[src/rtl/uart_tx_top.sv]
// Packet UART transmitter: sends cmd/addr/data bytes as back-to-back 8N1 frames.
// Define UART_TX_CHKSUM_EN to append a sixth byte holding the XOR of the five packet bytes.
module uart_tx_top #(
  parameter int DVSR    = 22,
  parameter int SB_TICK = 16
) (
  input  logic       clk40M,
  input  logic       rst,
  input  logic       rspUpdate,
  input  logic [7:0] i_cmd,
  input  logic [7:0] i_addrLsb,
  input  logic [7:0] i_addrMsb,
  input  logic [7:0] i_dataLsb,
  input  logic [7:0] i_dataMsb,
  output logic       uart_tx,
  output logic       busy,
  output logic       done,
  output logic       overrun
);

`ifdef UART_TX_CHKSUM_EN
  localparam int NBYTES = 6;
`else
  localparam int NBYTES = 5;
`endif
  localparam int TW = (DVSR > 1) ? $clog2(DVSR) : 1;
  localparam int SW = (SB_TICK > 1) ? $clog2(SB_TICK) : 1;

  typedef enum logic [1:0] {IDLE, START, DATA, STOP} state_t;

  state_t          state, state_n;
  logic [TW-1:0]   tick_cnt, tick_cnt_n;
  logic [SW-1:0]   s_cnt, s_cnt_n;
  logic [2:0]      bit_idx, bit_idx_n;
  logic [2:0]      byte_idx, byte_idx_n;
  logic [7:0]      pkt [NBYTES];
  logic            tick, bit_end, accept, last_stop;
  logic            tx_d, busy_d, done_d;

  assign tick    = (tick_cnt == TW'(DVSR - 1));
  assign bit_end = tick && (s_cnt == SW'(SB_TICK - 1));
  assign accept  = (state == IDLE) && rspUpdate;

  // State and output registers
  always_ff @(posedge clk40M) begin
    if (rst) begin
      state    <= IDLE;
      tick_cnt <= '0;
      s_cnt    <= '0;
      bit_idx  <= '0;
      byte_idx <= '0;
      uart_tx  <= 1'b1;
      busy     <= 1'b0;
      done     <= 1'b0;
      overrun  <= 1'b0;
    end else begin
      state    <= state_n;
      tick_cnt <= tick_cnt_n;
      s_cnt    <= s_cnt_n;
      bit_idx  <= bit_idx_n;
      byte_idx <= byte_idx_n;
      uart_tx  <= tx_d;
      busy     <= busy_d;
      done     <= done_d;
      overrun  <= overrun | (rspUpdate && (state != IDLE));
    end
  end

  // Packet bytes are captured only at acceptance and held for the whole packet
  always_ff @(posedge clk40M) begin
    if (!rst && accept) begin
      pkt[0] <= i_cmd;
      pkt[1] <= i_addrLsb;
      pkt[2] <= i_addrMsb;
      pkt[3] <= i_dataLsb;
      pkt[4] <= i_dataMsb;
`ifdef UART_TX_CHKSUM_EN
      pkt[5] <= i_cmd ^ i_addrLsb ^ i_addrMsb ^ i_dataLsb ^ i_dataMsb;
`endif
    end
  end

  // Next-state and counter logic
  always_comb begin
    state_n    = state;
    tick_cnt_n = tick_cnt;
    s_cnt_n    = s_cnt;
    bit_idx_n  = bit_idx;
    byte_idx_n = byte_idx;
    last_stop  = 1'b0;
    if (state == IDLE) begin
      tick_cnt_n = '0;
      s_cnt_n    = '0;
      bit_idx_n  = '0;
      byte_idx_n = '0;
      if (rspUpdate) state_n = START;
    end else begin
      tick_cnt_n = tick ? '0 : tick_cnt + 1'b1;
      if (tick) s_cnt_n = bit_end ? '0 : s_cnt + 1'b1;
      if (bit_end) begin
        case (state)
          START: begin
            state_n   = DATA;
            bit_idx_n = '0;
          end
          DATA: begin
            if (bit_idx == 3'd7) state_n = STOP;
            else bit_idx_n = bit_idx + 3'd1;
          end
          STOP: begin
            if (byte_idx == 3'(NBYTES - 1)) begin
              state_n   = IDLE;
              last_stop = 1'b1;
            end else begin
              byte_idx_n = byte_idx + 3'd1;
              state_n    = START;
            end
          end
          default: state_n = IDLE;
        endcase
      end
    end
  end

  // Outputs are derived from the upcoming state so the line changes on the transition edge
  always_comb begin
    tx_d   = 1'b1;
    busy_d = (state_n != IDLE);
    done_d = last_stop;
    case (state_n)
      START:   tx_d = 1'b0;
      DATA:    tx_d = pkt[byte_idx_n][bit_idx_n];
      default: tx_d = 1'b1;
    endcase
  end

endmodule
[config.mk]
export PLATFORM = sky130hd
export DESIGN_NAME = uart_tx_top
export DESIGN_NICKNAME = d
export VERILOG_FILES = /design/src/rtl/uart_tx_top.sv
export SDC_FILE = /design/constraint.sdc
export NUM_CORES = 1
export LEC_CHECK = 0
export CORE_MARGIN = 3
export CORE_UTILIZATION = 51
export CTS_CLUSTER_SIZE = 25
export DETAILED_ROUTE_END_ITERATION = 16
export DONT_BUFFER_PORTS = 1
export PLACE_DENSITY = 0.65
export SLEW_MARGIN = 20
export SYNTH_ARGS = -nofsm -noshare
export SYNTH_HDL_FRONTEND = slang
export SYNTH_SLANG_ARGS = --single-unit
[constraint.sdc]
create_clock -name clk40M -period 3.7 [get_ports clk40M]
set_clock_uncertainty 0.1 [all_clocks]
set_input_delay 0.74 -clock clk40M [delete_from_list [all_inputs] [get_ports clk40M]]
set_output_delay 0.74 -clock clk40M [all_outputs]
set_load 0.05 [all_outputs]
# Yosys cells after proc, flatten, opt, wreduce, memory -nomap -nowiden
# Memories as Yosys holds them, arrays and structs flattened.
# Cells that the tools add are included.
# word_totals
ff_bits,21
latch_bits,0
mem_bits_rw,40
rom_bits,0
inputBits,43
output_inout_bits,4
word_cells,59
n_memories,1
# op_classes
add_sub_neg,4
n_mul,0
n_div,0
order_cmp,1
eq_ne,9
n_shift,0
muxes,21
n_bitwise,3
n_reduce_logical,11
# memory_table
memory,depth,width,rd,rd_ports_with_merged_regs,write_ports,line,source
pkt,5,8,1,0,5,36,logic [7:0] pkt [NBYTES];
# ops
op,count
3-bit two-way mux,7
2-bit two-way mux,4
"3-bit by 1-bit adder with 3-bit output, second input constant",2
"2-bit equality test, second input constant",3
"3-bit equality test, second input constant",2
2-bit case mux with 3 select lines,1
3-bit case mux with 2 select lines,1
"5-bit by 1-bit adder with 5-bit output, second input constant",1
"5-bit equality test, second input constant",1
1-bit two-way mux,5
"4-bit by 1-bit adder with 4-bit output, second input constant",1
"2-bit by 1-bit equality test with 1-bit output, second input constant",2
"4-bit equality test, second input constant",1
1-bit logical AND,4
"3-bit by 4-bit < comparator with 1-bit output, second input constant",1
4-bit two-way mux,1
2-bit nonzero test,2
4-bit OR reduction,1
1-bit binary-select mux with 3-bit select,1
3-bit OR reduction,1
2-bit zero test,1
1-bit inverter,2
1-bit case mux with 2 select lines,1
2-bit OR reduction,1
other kinds (2),2

# Depth between registers and ports, before layout
# An unclocked memory read counts as a cell.
# logic_depth
depth_word,9
depth_mapped,13
mapped_depth_nobuf,10

# Least setup slack after synthesis
# OpenSTA, ideal clock, no wires.
# synth_timing
kind,in2reg
start,in rst
end,mem pkt[0][0] (enable)
setup_time_ns,0.438
arrival_ns,2.605
required_ns,3.162
setup_slack_ns,0.557
stages,2
n_path_buf,1
cell_sequence,buf_2 > nor2_1
# synth_rtl
element,line,source
start: declaration,8,"input logic rst,"
end: declaration,36,

# Worst setup path after layout
# layout_timing
start,reg tick_cnt[0]
end,reg uart_tx
# layout_between
elab_chain_len,8
elab_cells_between_ends,14
classes_between,3 x eq/ne; 9 x mux; 1 x reduce/logical; 1 x memory
# layout_lines
element,line,source
start: declaration,32,"logic [TW-1:0] tick_cnt, tick_cnt_n;"
start signal: assignment,58,tick_cnt <= tick_cnt_n;
5-bit equality test *,40,assign tick = (tick_cnt == TW'(DVSR - 1));
1-bit logical AND *,41,assign bit_end = tick && (s_cnt == SW'(SB_TICK - 1));
3-bit two-way mux,100,if (bit_end) begin
3-bit two-way mux,91,if (state == IDLE) begin
memory read 5 x 8 bit,--,
1-bit binary-select mux with 3-bit select,132,DATA: tx_d = pkt[byte_idx_n][bit_idx_n];
1-bit two-way mux (not written as such),132,
1-bit case mux with 2 select lines *,130,case (state_n)
end signal: assignment,62,uart_tx <= tx_d;
end: declaration,15,"output logic uart_tx,"
# Every way passes the cells marked *; elsewhere a longest branch is shown, timed or not. The select of a mux whose other input is x is not followed.
# A chain may end at the register's enable or synchronous reset.

==> metrics.md <==
| Metric | Value |
|---|---|
| Status | `finished clean` |
| CP Buf/Inv Count | `0` |
| Unrepaired setup endpoints after global routing | `no` |
| Worst flop-to-flop path startpoint | `tick_cnt[0]$_SDFF_PP0_` |
| TritonCTS Sinks | `61` |
| H-tree depth | `3` |
| DP Cell Count | `a little under 300` |
| Sequential fraction of the synthesis area | `57.2%` |
| # setup viols final | `0` |
| Post-synthesis mux area share | `6.05%` |
| Maxcap violations | `0` |
| Num CTS Buffers | `9` |
| DRT iter0 DRCs | `100` |
| Net Count, Synth | `287` |
| Final TNS setup | `0 ns` |
| Worst path slowest cell | `or3_1` |
| Largest net degree at the start of global routing | `41` |
| Critical Path Stages | `9` |
| Critical-path cell list | `ha_1 -> and4b_1 -> a31oi_1 -> or3_1 -> mux2_4 -> o21ai_2 -> o22ai_1 -> nor4_2 -> a32oi_1` |
| Sequential power share | `53.3%` |
| Worst hold path class | `in2reg` |
| Reg area | `1620 um2` |
| Initial antenna violation count | `0` |
| Gate power share | `roughly a tenth` |
| Final ANT Viol Nets | `0` |
| IO Port Bufs | `0` |
| # hold bufs at CTS | `0` |
| Static Leak | `1.13 nW` |
| Routed via count | `1776` |
| Worst EP arrival | `about 3.2 ns` |
| Die X | `80.5 um` |
| Vias in the first global route | `1745` |
| CORE AREA | `5240 um2` |
| Internal Power | `between 1 and 1.5 mW` |
| Final WS setup | `0.661 ns` |
| CP startpoint | `tick_cnt[0]$_SDFF_PP0_` |
| Routed WL per cell | `16.7 um` |
| Maximum root-to-sink buffer count | `2` |
| Leading register cell type out of synthesis | `edfxtp_1` |
| HPWL after DPL | `3.64 mm` |
| Layout cells sized above 1 | `14.4%` |
| Drt pass-1 iters | `4` |
| Switching part of the total power | `a little over a quarter` |
| Yosys warnings | `0` |
| Synth Cell Area | `2830 um2` |
| Avg Inst Size Synth | `around 12 um2` |
| Synth Area in Compound Gates | `11.1%` |
| Rel. slew slack | `63.3%` |
| Post-Place Worst Slack | `between 0.7 and 0.8 ns` |
| Nets | `between 200 and 300` |
| Main combinational cell family by area after synthesis | `simple AND/OR/NAND/NOR gates` |
| CTS tree | `yes` |
| Placed cell areas | `approximately 2900 um2` |
| Reg2Reg Depth | `9` |
| Fin crit period | `3.04 ns` |
| Avg Vias per Cell | `5.67` |
| Row count | `26` |
| Post-synth ARST share | `0%` |
| First-pass GRT wire length | `roughly 8.5 mm` |
| VDD IR max | `0.322 mV` |
| Total grt overflow | `0` |
| Max Fclk | `329 MHz` |
| Post-synth EDFFs | `40` |
| Crit. End Element | `register` |
| Crit-path max FO | `13` |
| Die area | `6490 um2` |
| Clock transition at the registers of the reported paths | `~0.07 ns` |
| Worst setup path class | `reg2reg` |
| Later-pin clock latency in the skew report | `roughly 0.34 ns` |
| Slew @ Worst Pin | `~0.55 ns` |
| FF-to-FF End | `uart_tx$_SDFF_PP1_` |
| Critical path endpoint | `uart_tx$_SDFF_PP1_` |
| Fin util | `58.3%` |
| IO Pins | `47` |
| Synth Area in XOR/XNOR | `~1.9%` |
| Simple-gate portion of the synthesized area | `15.1%` |
| Starting Density | `54.1%` |
| Final WL | `5.22 mm` |
| Max stage delay on crit path | `0.57 ns` |
| Pwr per Cell Area | `about 520 nW/um2` |
| Critical Path Source Type | `register` |
| CP top delay family | `simple AND/OR/NAND/NOR gates` |
| Area grow syn2layout | `7.81%` |
| GPL Wtd Cong | `approximately 0.8` |
| CTS root buf | `clkbuf_8` |
| Yosys cell types | `57` |
| R2r setup slk | `0.66 ns` |
| Slew Viols, Final | `0` |
| Worst Hold Slack | `0.358 ns` |
| Total Routing Usage GR | `a little under a fifth` |
| Clock power frac | `37.1%` |
| Synthesized-area fraction occupied by adder cells | `between 4 and 5%` |
| Fin. Hold Viols | `0` |
| Cells after synthesis | `approximately 230` |
| Fin crit share | `between 80 and 90%` |
| Post_cts resized | `0` |
| Fill cell count | `439` |
| DRC viols | `0` |
| Design area | `3060 um2` |
| Antenna diodes | `0` |
| Post-CTS setup buffer count | `0` |
| Die height | `approximately 81 um` |
| Sw power | `0.421 mW` |
| Multi-input gate area | `1100 um2` |
| Total Power | `1.60 mW` |
| Fin cells | `between 300 and 400` |
| #FFs+latches synth | `61` |
| Hold wc startpoint | `rst` |
| Req. time, crit path | `3.81 ns` |
==> sequential cells by signal (all words and copies together) (netlist names) <==
register  flops
tick_cnt      5
uart_tx       1
busy          1
done          1
pkt          40
overrun       1
state         2
bit_idx       3
s_cnt         4
byte_idx      3
==> how the worst min path moves through the flow <==
stage                              to  cells past startpoint
4_1_cts         bit_idx[0]$_SDFF_PP0_                      1
3_3_place_gp   tick_cnt[0]$_SDFF_PP0_                      1
6_report        bit_idx[0]$_SDFF_PP0_                      1
2_1_floorplan  tick_cnt[0]$_SDFF_PP0_                      1
3_5_place_dp   tick_cnt[0]$_SDFF_PP0_                      1
5_1_grt        byte_idx[0]$_SDFF_PP0_                      1
==> layer usage <==
layer,track usage (%),share of wire (%),vias to the layer above
li1,-,-,878
met1,22.4,44,842
met2,26.0,47,48
met3,9.08,7.1,8
met4,9.12,1.8,0
met5,0,0,-
==> power groups by stage <==
stage,sequential [mW],clock (mW),combinational (mW)
floorplan,0.859,0,0.127
global placement,0.864,0,0.151
detailed placement,0.866,0,0.154
CTS,0.851,0.609,0.155
global route,0.856,0.636,0.177
finish,0.850,0.592,0.154
==> synth_stat cells (all sizes together) (3+ instances only) <==
cell	instances	area (um2)
a31oi	3	18.8
nand2	21	78.8
xor2	3	26.3
nor3	4	31.3
a21oi	9	45.0
or3	4	25.0
nor2	22	82.6
nand3	7	35.0
edfxtp	40	1200
ha	10	125
o21ai	9	52.6
and3	4	31.3
nor2b	3	18.8
xnor2	3	26.3
mux2	3	41.3
nand4	5	31.3
buf	7	72.6
a211oi	3	22.5
mux2i	13	130
inv	8	30.0
dfxtp	21	420
==> cells by family after synthesis <==
group / count (synthesis)
muxes: 16
buffers and inverters: 17
AOI/OAI and AO/OA: 44
adders and majority gates: 10
and+or+nand+nor: 80
DFF: 61
xor gates and xnor gates: 6
==> cell usage in the layout (no fill, tap or decap), drive strengths merged, types with 2 or more instances in the layout <==
master	synthesis	layout
a21oi	9	9
o211ai	2	2
inv	8	8
nand3	7	7
o2111ai	2	2
xnor2	3	3
xor2	3	3
nor3	4	4
ha	10	10
a31oi	3	3
nor2	22	22
and4	2	2
a211oi	3	3
nor2b	3	3
or3	4	4
nand4	5	5
buf	7	2
and3	4	4
nand2	21	21
clkinvlp	0	3
o21a	2	2
a32oi	2	2
mux2i	13	13
nand4b	2	2
dfxtp	21	21
clkbuf	2	11
o21ai	9	9
edfxtp	40	40
mux2	3	3
==> worst reg2reg max path: stages, from the launching register on <==
cell     delay, ns
dfxtp_1       0.38
ha_1          0.19
and4b_1       0.45
a31oi_1       0.13
or3_1         0.57
mux2_4        0.40
o21ai_2       0.17
o22ai_1       0.13
nor4_2        0.27
a32oi_1       0.12
==> cell type report <==
type	instances	share of cell area, %
Clock inverter	5	2.01
Clock buffer	11	4.63
Tap cell	70	2.87
Multi-Input combinational cell	156	36.0
Timing Repair Buffer	2	0.491
Inverter	8	0.983
Sequential cell	61	53.1
No activity file was read; power rests on OpenSTA's default activity.
